`src/rtl/sync_evt_det.sv`:
```
// Debounced edge detector: K-sample qualification FSM, registered level and edge pulses,
// plus an optional saturating rise counter enabled by the SYNC_EVT_DET_CNT_EN macro.
module sync_evt_det #(
  parameter int FILT_W = 4,
  parameter int CNT_W  = 8
) (
  input  logic              clk,
  input  logic              clr_,
  input  logic              d_sync,
  input  logic [FILT_W-1:0] filt_len,
  input  logic              cnt_clr,
  output logic              q_filt,
  output logic              rise_pls,
  output logic              fall_pls,
  output logic [CNT_W-1:0]  evt_cnt
);

  localparam logic [1:0] ST_LOW       = 2'd0;
  localparam logic [1:0] ST_RISE_QUAL = 2'd1;
  localparam logic [1:0] ST_HIGH      = 2'd2;
  localparam logic [1:0] ST_FALL_QUAL = 2'd3;

  localparam logic [FILT_W-1:0] QCNT_ONE = {{(FILT_W-1){1'b0}}, 1'b1};

  logic [1:0]        state_q, state_d;
  logic [FILT_W-1:0] qcnt_q, qcnt_d;
  logic              q_filt_q, q_filt_d;
  logic              rise_pls_q, rise_pls_d;
  logic              fall_pls_q, fall_pls_d;

  logic [FILT_W-1:0] k_eff;
  logic              k_is_one;
  logic [FILT_W:0]   qcnt_plus1;
  logic              qual_done;
  logic [FILT_W-1:0] qcnt_sat_inc;

  // A programmed length of 0 behaves exactly like 1 (follow d_sync with no filtering).
  assign k_eff        = (filt_len == '0) ? QCNT_ONE : filt_len;
  assign k_is_one     = (k_eff == QCNT_ONE);
  // One extra bit so qcnt+1 cannot overflow before the compare against K.
  assign qcnt_plus1   = {1'b0, qcnt_q} + {{FILT_W{1'b0}}, 1'b1};
  assign qual_done    = (qcnt_plus1 >= {1'b0, k_eff});
  assign qcnt_sat_inc = (&qcnt_q) ? qcnt_q : qcnt_q + QCNT_ONE;

  always_comb begin
    state_d = state_q;
    qcnt_d  = qcnt_q;
    case (state_q)
      ST_LOW: begin
        qcnt_d = '0;
        if (d_sync) begin
          if (k_is_one) begin
            state_d = ST_HIGH;
          end else begin
            state_d = ST_RISE_QUAL;
            qcnt_d  = QCNT_ONE;
          end
        end
      end
      ST_RISE_QUAL: begin
        if (!d_sync) begin
          state_d = ST_LOW;
          qcnt_d  = '0;
        end else if (qual_done) begin
          state_d = ST_HIGH;
          qcnt_d  = '0;
        end else begin
          qcnt_d = qcnt_sat_inc;
        end
      end
      ST_HIGH: begin
        qcnt_d = '0;
        if (!d_sync) begin
          if (k_is_one) begin
            state_d = ST_LOW;
          end else begin
            state_d = ST_FALL_QUAL;
            qcnt_d  = QCNT_ONE;
          end
        end
      end
      ST_FALL_QUAL: begin
        if (d_sync) begin
          state_d = ST_HIGH;
          qcnt_d  = '0;
        end else if (qual_done) begin
          state_d = ST_LOW;
          qcnt_d  = '0;
        end else begin
          qcnt_d = qcnt_sat_inc;
        end
      end
      default: begin
        state_d = ST_LOW;
        qcnt_d  = '0;
      end
    endcase
  end

  // Outputs are registered from the next state so q_filt moves on the qualifying edge.
  always_comb begin
    q_filt_d   = (state_d == ST_HIGH) || (state_d == ST_FALL_QUAL);
    rise_pls_d = ((state_q == ST_LOW) || (state_q == ST_RISE_QUAL)) && (state_d == ST_HIGH);
    fall_pls_d = ((state_q == ST_HIGH) || (state_q == ST_FALL_QUAL)) && (state_d == ST_LOW);
  end

  always_ff @(posedge clk or negedge clr_) begin
    if (!clr_) begin
      state_q    <= ST_LOW;
      qcnt_q     <= '0;
      q_filt_q   <= 1'b0;
      rise_pls_q <= 1'b0;
      fall_pls_q <= 1'b0;
    end else begin
      state_q    <= state_d;
      qcnt_q     <= qcnt_d;
      q_filt_q   <= q_filt_d;
      rise_pls_q <= rise_pls_d;
      fall_pls_q <= fall_pls_d;
    end
  end

  assign q_filt   = q_filt_q;
  assign rise_pls = rise_pls_q;
  assign fall_pls = fall_pls_q;

`ifdef SYNC_EVT_DET_CNT_EN
  logic [CNT_W-1:0] evt_cnt_q, evt_cnt_d;

  // Counts during the cycle rise_pls is high; a clear in that same cycle takes priority.
  always_comb begin
    evt_cnt_d = evt_cnt_q;
    if (cnt_clr) begin
      evt_cnt_d = '0;
    end else if (rise_pls_q && !(&evt_cnt_q)) begin
      evt_cnt_d = evt_cnt_q + {{(CNT_W-1){1'b0}}, 1'b1};
    end
  end

  always_ff @(posedge clk or negedge clr_) begin
    if (!clr_) begin
      evt_cnt_q <= '0;
    end else begin
      evt_cnt_q <= evt_cnt_d;
    end
  end

  assign evt_cnt = evt_cnt_q;
`else
  logic unused_cnt_clr;

  assign unused_cnt_clr = cnt_clr;
  assign evt_cnt        = '0;
`endif

endmodule

```
`config.mk`:
```
export PLATFORM = sky130hd
export DESIGN_NAME = sync_evt_det
export DESIGN_NICKNAME = d
export VERILOG_FILES = /design/src/rtl/sync_evt_det.sv
export SDC_FILE = /design/constraint.sdc
export NUM_CORES = 1
export LEC_CHECK = 0
export ABC_CLOCK_PERIOD_IN_PS = 3700
export CORE_AREA = 2 2 39 41
export CTS_BUF_LIST = sky130_fd_sc_hd__clkbuf_2 sky130_fd_sc_hd__clkbuf_4 sky130_fd_sc_hd__clkbuf_8
export CTS_CLUSTER_SIZE = 30
export DETAILED_ROUTE_END_ITERATION = 8
export DIE_AREA = 0 0 41 43
export GPL_ROUTABILITY_DRIVEN = 1
export PLACE_DENSITY = 0.77
export SYNTH_ARGS = -nofsm -noshare
export SYNTH_HDL_FRONTEND = slang
export SYNTH_SLANG_ARGS = --single-unit
```
`constraint.sdc`:
```
create_clock -name clk -period 3.7 [get_ports clk]
set_clock_uncertainty 0.05 [all_clocks]
set_input_delay 0.555 -clock clk [delete_from_list [all_inputs] [get_ports clk]]
set_output_delay 0.555 -clock clk [all_outputs]
set_load 0.005 [all_outputs]
```
==> results of run 1 <==
worst min path at each step:
| stage | from | to | slack [ps] | depth (start not counted) |
|---|---|---|---|---|
| global placement | qcnt_q[1]$_DFF_PN0_ | qcnt_q[1]$_DFF_PN0_ | 490 | 2 |
| finish | qcnt_q[1]$_DFF_PN0_ | qcnt_q[1]$_DFF_PN0_ | 510 | 2 |
| CTS | qcnt_q[1]$_DFF_PN0_ | qcnt_q[1]$_DFF_PN0_ | 520 | 2 |
| detailed placement | qcnt_q[1]$_DFF_PN0_ | qcnt_q[1]$_DFF_PN0_ | 500 | 2 |
| global route | clr_ | qcnt_q[1]$_DFF_PN0_ | 550 | 1 |
| floorplan | clr_ | fall_pls$_DFF_PN0_ | 210 | 0 |
kinds of logic after synthesis:
kind of cell / after synthesis
compound gates: 7
mux: 2
buf+inv: 13
xor+xnor: 3
simple gates: 18
fa+ha+maj: 5
flops: 8
other cells: 1
routing by layer:
metal	share of wire	global-route usage	up-vias
li1	-	-	196
met1	0.46	0.1472	185
met2	0.48	0.1781	9
met3	0.062	0.07853	0
met4	0	0.02000	0
met5	0	0	-
layout make-up:
class                   count  area [um2]
fillers                   134       711.9
multi-input cells          43       324.1
flip-flops and latches      8       200.2
repair buffers              9       90.09
clock buffers               3       22.52
well taps                  16       20.02
inverters                   4       15.01
through the flow:
| stage | power [mW] | instance area [um2] | instances | utilization | hold slack [ps] |
|---|---|---|---|---|---|
| after CTS | 0.3892 | 671.9 | 83 | 0.4855 | 515.3 |
| after global placement | 0.3133 | 649.4 | 80 | 0.4693 | 485.9 |
| final | 0.3804 | 671.9 | 83 | 0.4855 | 510.9 |
| after detailed placement | 0.3184 | 649.4 | 80 | 0.4693 | 502.2 |
| after global routing | 0.4161 | 671.9 | 83 | 0.4855 | 545.9 |
| after floorplan | 0.2727 | 610.6 | 64 | - | 209.4 |
layout by cell type (no fill, tap or decap):
master	instances
or2_2	2
and3_1	1
nor3_1	2
a21oi_1	1
mux2i_1	1
a31oi_4	1
o32ai_4	1
xor2_1	1
nand2b_1	2
a21oi_2	1
clkbuf_4	3
conb_1	8
a21o_1	1
nor2_1	7
o21ai_1	2
mux2_4	1
nor3_2	1
and3b_1	2
clkdlybuf4s50_1	9
inv_1	4
xnor2_1	2
dfrtp_1	8
nand3_1	1
ha_1	5
where the power goes:
part / switching (mW) / internal, mW
Clock: 0.0277 / 0.0370
Sequential: 0.0235 / 0.112
Combinational: 0.0825 / 0.0978
worst reg2reg max path: stages (launching register included):
cell and delay [ps]:
dfrtp_1 420, ha_1 240, xor2_1 200, ha_1 310, a21o_1 200, a31oi_4 180
a21oi_2 110, mux2_4 300
synth_stat cells (2+ instances only):
library cell / instances
buf_4: 8
dfrtp_1: 8
and3b_1: 2
inv_1: 4
or2_2: 2
xnor2_1: 2
o21ai_1: 2
nand2b_1: 2
ha_1: 5
nor3_1: 2
nor2_1: 7
sequential cells by signal, indices dropped and copies added, names as in the netlist:
register  cells
rise_pls      1
qcnt_q        4
q_filt        1
fall_pls      1
state_q       1
==> results.json, run 1 <==
{
  "yosys_warnings": 0,
  "ys_top_cells_by_area": "dfrtp_1, ha_1, buf_4",
  "min_path_type": "register to register",
  "final.setup.worst_slack_ps": 1289,
  "power_leakage_nw": 0.3373,
  "cts_hold_buf": 0,
  "syn-instance-count": 57,
  "synth-simple-area-share": 0.1713,
  "critical-path-top-delay-family": "simple AND/OR/NAND/NOR gates",
  "arrival_ps": 2490,
  "synth_mux_area_frac": 0.04283,
  "cts_tree": "built",
  "path_class": "primary input to register",
  "period_share": 0.6518,
  "clk_latency_ps": 250,
  "synth_compound_area_frac": 0.1370,
  "die_w_um": 41,
  "wl_per_cell_um": 9.699,
  "r2r-start": "qcnt_q[0]$_DFF_PN0_",
  "yosys.area.top_type": "dfrtp_1",
  "cts-htree-levels": 1,
  "clock_path_buffers": 2,
  "viasPerCell": 4.699,
  "rsz0062_at_grt": "false",
  "finalWirelength_um": 805,
  "drt_iter0_markers": 5,
  "maxCapViolations": 0,
  "numCtsBuffers": 3,
  "setup_tns_ps": 0,
  "dr.pass1.iters": 4,
  "cts.sinks": 8,
  "layout.nets": 82,
  "layout-drive-gt1-share": 0.1493,
  "grt_usage": 0.1209,
  "num_vias": 390,
  "grt_antenna_before_repair": 0,
  "yosysTopAreaCellShare": 0.3426,
  "io_buffers": 9,
  "synthFlopType": "dfrtp_1",
  "die_y_um": 43,
  "synth-xor-area-share": 0.04497,
  "async_reset_ff_frac": 1.000,
  "ir_worst_vdd_mv": 0.3563,
  "path_buf_inv": 1,
  "power_density_mw_per_mm2": 566.1,
  "synth-edff-count": 0,
  "ff2ff_setup_slack_ps": 1580,
  "yosysUniqueCellTypes": 24,
  "crit_fanout": 4,
  "overflow": 0,
  "place_hpwl_um": 661.2,
  "fmax_ghz": 0.4147,
  "crit_chain": "clkdlybuf4s50_1, nor3_2, or2_2, ha_1, nand2b_1, a31oi_4, a21oi_2, mux2_4",
  "dieArea_mm2": 0.001763,
  "period_needed_ps": 2411,
  "endpoint": "q_filt$_DFF_PN0_",
  "ys_seq_area_frac": 0.3426,
  "io_pins": 19,
  "max_stage_delay_ps": 440,
  "regToRegEndpoint": "q_filt$_DFF_PN0_",
  "finalMaxSlewViolations": 0,
  "r2r_cells": 7,
  "postRouteAntennaNets": 0,
  "drcViolationCount": 0,
  "start_kind": "primary input",
  "syn_area_um2": 584.3,
  "syn_area_per_cell_um2": 10.25,
  "first_global_vias": 370,
  "crit_path_start": "filt_len[1]",
  "status": "finished, final reports clean",
  "antenna_cells": 0,
  "clk_pin_slew_worst_paths_ps": 50,
  "area_growth_syn_to_layout_pct": 14.99,
  "critPathRequiredTime_ps": 3780,
  "core_area_mm2": 0.001384,
  "cp-end-kind": "register",
  "rows": 14,
  "cp_slowest_cell": "clkdlybuf4s50_1",
  "gp_congestion": 0.7605,
  "synth_top_family_by_area": "simple AND/OR/NAND/NOR gates",
  "hold_viol_final": 0,
  "setup_viol": 0,
  "cts-root-buf": "clkbuf_4",
  "pre_cts_ws_ps": 1017,
  "ys_ff_latch": 8,
  "grt_max_degree": 9,
  "start_util": 0.4222,
  "post_cts_resized": 0,
  "grt_pass1_wl_um": 1407,
  "worst-path-stages": 8,
  "synth-adder-area-share": 0.1071,
  "cts_setup_buffers": 0
}
Note: power is estimated with default switching activity, not from simulation.
==> run 2, diff against run 1 <==
- ABC_CLOCK_PERIOD_IN_PS: 3700 -> 1940
- CORE_AREA: 2 2 39 41 -> unset
- CORE_UTILIZATION: unset -> 42
- DIE_AREA: 0 0 41 43 -> unset
- clock period: 3.7 -> 1.94 ns (I/O delays scaled with it)
==> run 2 against run 1 <==
First-iteration DRC count decreased by 60%. Wire length increased by 18%. Via count increased by 7.7%. Worst hold slack got worse by 240 ps. Final area increased by 11%. Sequential share of layout area decreased by 2.9 points. The run now ends with negative setup slack left. Worst setup slack got worse by 1300 ps. Highest routed layer unchanged. Clock power increased by 90%. Combinational power increased by 150%. Non-clock buffer count increased by 6. Critical endpoint unchanged.
==> results.json, run 2 (same netlist as run 1, synthesis figures left out) <==
{
  "wl_per_cell_um": 10.77,
  "cts-htree-levels": 1,
  "rsz0062_at_grt": "true",
  "start_util": 0.4490,
  "grt_antenna_before_repair": 0,
  "viasPerCell": 4.773,
  "hold_viol_final": 0,
  "dr.pass1.iters": 4,
  "path_class": "register to register",
  "final.setup.worst_slack_ps": -21.14,
  "cts_tree": "built",
  "finalWirelength_um": 948,
  "clk_pin_slew_worst_paths_ps": 50,
  "grt_usage": 0.1523,
  "drt_iter0_markers": 2,
  "maxCapViolations": 0,
  "setup_viol": 1,
  "period_share": 1.011,
  "clk_latency_ps": 250,
  "area_growth_syn_to_layout_pct": 27.41,
  "start_kind": "register",
  "drcViolationCount": 0,
  "status": "finished with violations",
  "timing.hold.ws_ps": 275.4,
  "dieArea_mm2": 0.001544,
  "violations": "negative setup slack",
  "finalMaxSlewViolations": 0,
  "crit_chain": "ha_2, xor2_2, ha_1, a21o_1, a31oi_4, a21oi_4, mux2_4",
  "fmax_ghz": 0.5099,
  "ir_worst_vdd_mv": 0.6601,
  "arrival_ps": 2050,
  "overflow": 0,
  "die_y_um": 39.30,
  "crit_path_start": "qcnt_q[0]$_DFF_PN0_",
  "cp_slowest_cell": "dfrtp_1",
  "finish.instance_area_um2": 744.5,
  "period_needed_ps": 1961,
  "io_pins": 19,
  "max_stage_delay_ps": 390,
  "rows": 13,
  "antenna_cells": 0,
  "r2r-start": "qcnt_q[0]$_DFF_PN0_",
  "num_vias": 420,
  "first_global_vias": 401,
  "place_hpwl_um": 816.7,
  "stdcell_count": 88,
  "critPathRequiredTime_ps": 2030,
  "cts-root-buf": "clkbuf_4",
  "power_density_mw_per_mm2": 1104,
  "layout.nets": 88,
  "cts_setup_buffers": 0,
  "layout_common_cells": "conb_1, dfrtp_1, nor2_1",
  "regMostFlops": "qcnt_q",
  "dpl_cell_area_um2": 695.7,
  "gp_congestion": 0.7372,
  "io_buffers": 9,
  "pre_cts_ws_ps": -414.3,
  "cts.sinks": 8,
  "dp_cells": 85,
  "crit_fanout": 4,
  "core_area_mm2": 0.001301,
  "min_path_type": "primary input to asynchronous set/reset pin",
  "power_leakage_nw": 0.3844,
  "clock_path_buffers": 2,
  "die_w_um": 39.30,
  "cp-end-kind": "register",
  "grt_max_degree": 9,
  "postRouteAntennaNets": 0,
  "largest_reg_flops": 4,
  "grt_pass1_wl_um": 1524,
  "numCtsBuffers": 3,
  "ff2ff_setup_slack_ps": -20,
  "layout-drive-gt1-share": 0.2740
}
## run 2: critical path: cells and delay by family (launching register included)
family | cells | cell delay (ps)
compound gates | 3 | 460
fa+ha+maj | 2 | 490
flops | 1 | 390
mux | 1 | 300
xor+xnor | 1 | 150
## run 2: metal layers
metal  global-route usage  wire (um)
met5                    0          0
met4              0.02586          0
met3              0.05114         37
met2               0.2958        513
met1               0.1560        397
## run 2: area by class of cell
| type | instances | area [um2] |
|---|---|---|
| fillers | 114 | 556.8 |
| well taps | 15 | 18.77 |
| multi-input cells | 43 | 356.6 |
| repair buffers | 15 | 131.4 |
| clock buffers | 3 | 22.52 |
| inverters | 4 | 15.01 |
| flip-flops and latches | 8 | 200.2 |
## run 2: final timing paths
kind	end	depth (start not counted)
worst min register to register	q_filt$_DFF_PN0_	1
worst min-delay path	qcnt_q[1]$_DFF_PN0_	1
worst max register to register	q_filt$_DFF_PN0_	7
worst max-delay path	q_filt$_DFF_PN0_	7
min in group clk	q_filt$_DFF_PN0_	1
max in group asynchronous	fall_pls$_DFF_PN0_	1
## run 2: stage by stage
| stage | power (mW) | utilization | TNS (ps) |
|---|---|---|---|
| after global placement | 0.6598 | 0.5346 | -2266 |
| after detailed placement | 0.6725 | 0.5346 | -2390 |
| after global routing | 0.8842 | 0.5721 | -90.69 |
| after CTS | 0.8341 | 0.5663 | -30.20 |
| final | 0.8220 | 0.5721 | -21.14 |
| after floorplan | 0.5222 | - | -43.08 |
## run 2: what timing repair did
item / CTS / global route
hold buffers: 0 / 0
pin swaps: 4 / 2
resized for setup: 6 / 1
endpoints found under the setup margin: 7 / 4
hold endpoints to repair: 0 / 0
## run 2: report_power, final
part           leakage (nW)  internal (mW)  switching [mW]
logic                 0.265          0.255           0.195
clock network        0.0138         0.0705          0.0524
registers             0.106          0.213          0.0357
total                 0.384          0.538           0.284
==> run 3, diff against run 2 <==
- ABC_CLOCK_PERIOD_IN_PS: 1940 -> 2029
- CAP_MARGIN: unset -> 20
- CORE_AREA: unset -> 2 2 39 41
- CORE_UTILIZATION: 42 -> unset
- DIE_AREA: unset -> 0 0 41 43
- SETUP_SLACK_MARGIN: unset -> 0.5
- clock period: 1.94 -> 2.03 ns (I/O delays scaled with it)
==> run 3 against run 2 <==
The flow now finishes without violations. Fmax down 0.27%. Via count is 0.48% lower. Clock power fell by 7%. Clock-buffer cell count stayed put. Critical path type unchanged. Largest cell class unchanged.
==> results.json, run 3 (same netlist as run 1, synthesis figures left out) <==
{
  "place_hpwl_um": 834.8,
  "start_kind": "register",
  "rsz0062_at_grt": "true",
  "clock_path_buffers": 2,
  "maxCapViolations": 0,
  "hold_viol_final": 0,
  "grt_pass1_wl_um": 1718,
  "cts.sinks": 8,
  "power_leakage_nw": 0.3899,
  "finish.instance_area_um2": 760.7,
  "regMostFlops": "qcnt_q",
  "dr.pass1.iters": 3,
  "period_share": 0.9687,
  "min_path_type": "primary input to asynchronous set/reset pin",
  "numCtsBuffers": 3,
  "cts_hold_buf": 0,
  "start_util": 0.4222,
  "die_w_um": 41,
  "postRouteAntennaNets": 0,
  "layout_common_cells": "conb_1, dfrtp_1, nor2_1, buf_4, clkdlybuf4s50_1",
  "rows": 14,
  "area_growth_syn_to_layout_pct": 30.19,
  "overflow": 0,
  "clk_pin_slew_worst_paths_ps": 50,
  "setup_viol": 0,
  "finalWirelength_um": 1013,
  "viasPerCell": 4.644,
  "stdcell_count": 90,
  "totalPowerFinal_uw": 817.1,
  "critPathRequiredTime_ps": 2110,
  "gp_congestion": 0.6874,
  "antenna_cells": 0,
  "clk_latency_ps": 250,
  "drcViolationCount": 0,
  "wl_per_cell_um": 11.26,
  "cp_slowest_cell": "dfrtp_1",
  "ir_worst_vdd_mv": 0.6249,
  "path_class": "register to register",
  "period_needed_ps": 1966,
  "grt_usage": 0.1523,
  "arrival_ps": 2050,
  "cts-root-buf": "clkbuf_4",
  "cts_tree": "built",
  "max_stage_delay_ps": 390,
  "finalMaxSlewViolations": 0,
  "critical-path-top-delay-family": "adder cells",
  "dpl_cell_area_um2": 689.4,
  "drt_iter0_markers": 6,
  "num_vias": 418,
  "die_y_um": 43,
  "status": "finished, final reports clean",
  "power_density_mw_per_mm2": 1074,
  "largest_reg_flops": 4,
  "first_global_vias": 443,
  "io_pins": 19,
  "cp-end-kind": "register",
  "core_area_mm2": 0.001384,
  "cts-htree-levels": 1,
  "grt_max_degree": 9,
  "layout.nets": 89,
  "layout-drive-gt1-share": 0.2973,
  "crit_chain": "ha_2, xor2_2, ha_1, a21o_1, a31oi_4, a21oi_4, mux2_4",
  "fmax_ghz": 0.5085,
  "io_buffers": 9,
  "crit_fanout": 4,
  "dieArea_mm2": 0.001763,
  "path_buf_inv": 0,
  "dp_cells": 85,
  "grt_antenna_before_repair": 0
}
## run 3: layout make-up
class                   instances  area, um2
fillers                       136      623.1
multi-input cells              43      364.1
flip-flops and latches          8      200.2
repair buffers                 16      138.9
clock buffers                   3      22.52
well taps                      16      20.02
inverters                       4      15.01
## run 3: path summary, 6_finish.rpt
path | from | endpoint | slack (ps) | cells past startpoint
worst max register to register | qcnt_q[1]$_DFF_PN0_ | q_filt$_DFF_PN0_ | 60 | 7
min in group clk | q_filt$_DFF_PN0_ | q_filt$_DFF_PN0_ | 600 | 2
max in group asynchronous | clr_ | state_q[0]$_DFF_PN0_ | 1400 | 1
worst min register to register | q_filt$_DFF_PN0_ | q_filt$_DFF_PN0_ | 600 | 2
worst max-delay path | qcnt_q[1]$_DFF_PN0_ | q_filt$_DFF_PN0_ | 60 | 7
worst min-delay path | clr_ | qcnt_q[2]$_DFF_PN0_ | 280 | 1
## run 3: metrics by stage
stage                 util  setup slack, ps  setup TNS (ps)  hold slack [ps]
floorplan                -            48.51               0           -41.09
global placement    0.4982           -326.9           -1585            512.8
detailed placement  0.4982           -372.1           -1991            534.2
CTS                 0.5443            58.35               0            286.8
global route        0.5497           -17.41          -17.41            313.5
finish              0.5497            63.62               0            278.1
## run 3: power breakdown
part	internal, mW	switching [mW]	leakage (nW)
Combinational	0.263	0.198	0.270
Sequential	0.204	0.0370	0.106
Clock	0.0672	0.0478	0.0138
## run 3: metal layers
layer  vias to the layer above  global-route usage  part of all wire
met1                       196              0.1633              0.38
li1                        210                   -                 -
met5                         -                   0                 0
met3                         0             0.07853             0.065
met2                        12              0.2500              0.56
met4                         0             0.04000                 0
## run 3: timing repair
item | CTS | global route
pin swaps | 6 | 1
gates resized for setup | 8 | 0
hold endpoints to repair | 0 | 0
setup buffers | 1 | 1
endpoints found under the setup margin | 9 | 8
## run 3: worst register-to-register path, cell delays in order, from the launching register on
cell     delay (ps)
dfrtp_1         390
ha_2            200
xor2_2          150
ha_1            290
a21o_1          190
a31oi_4         190
a21oi_4         100
mux2_4          300
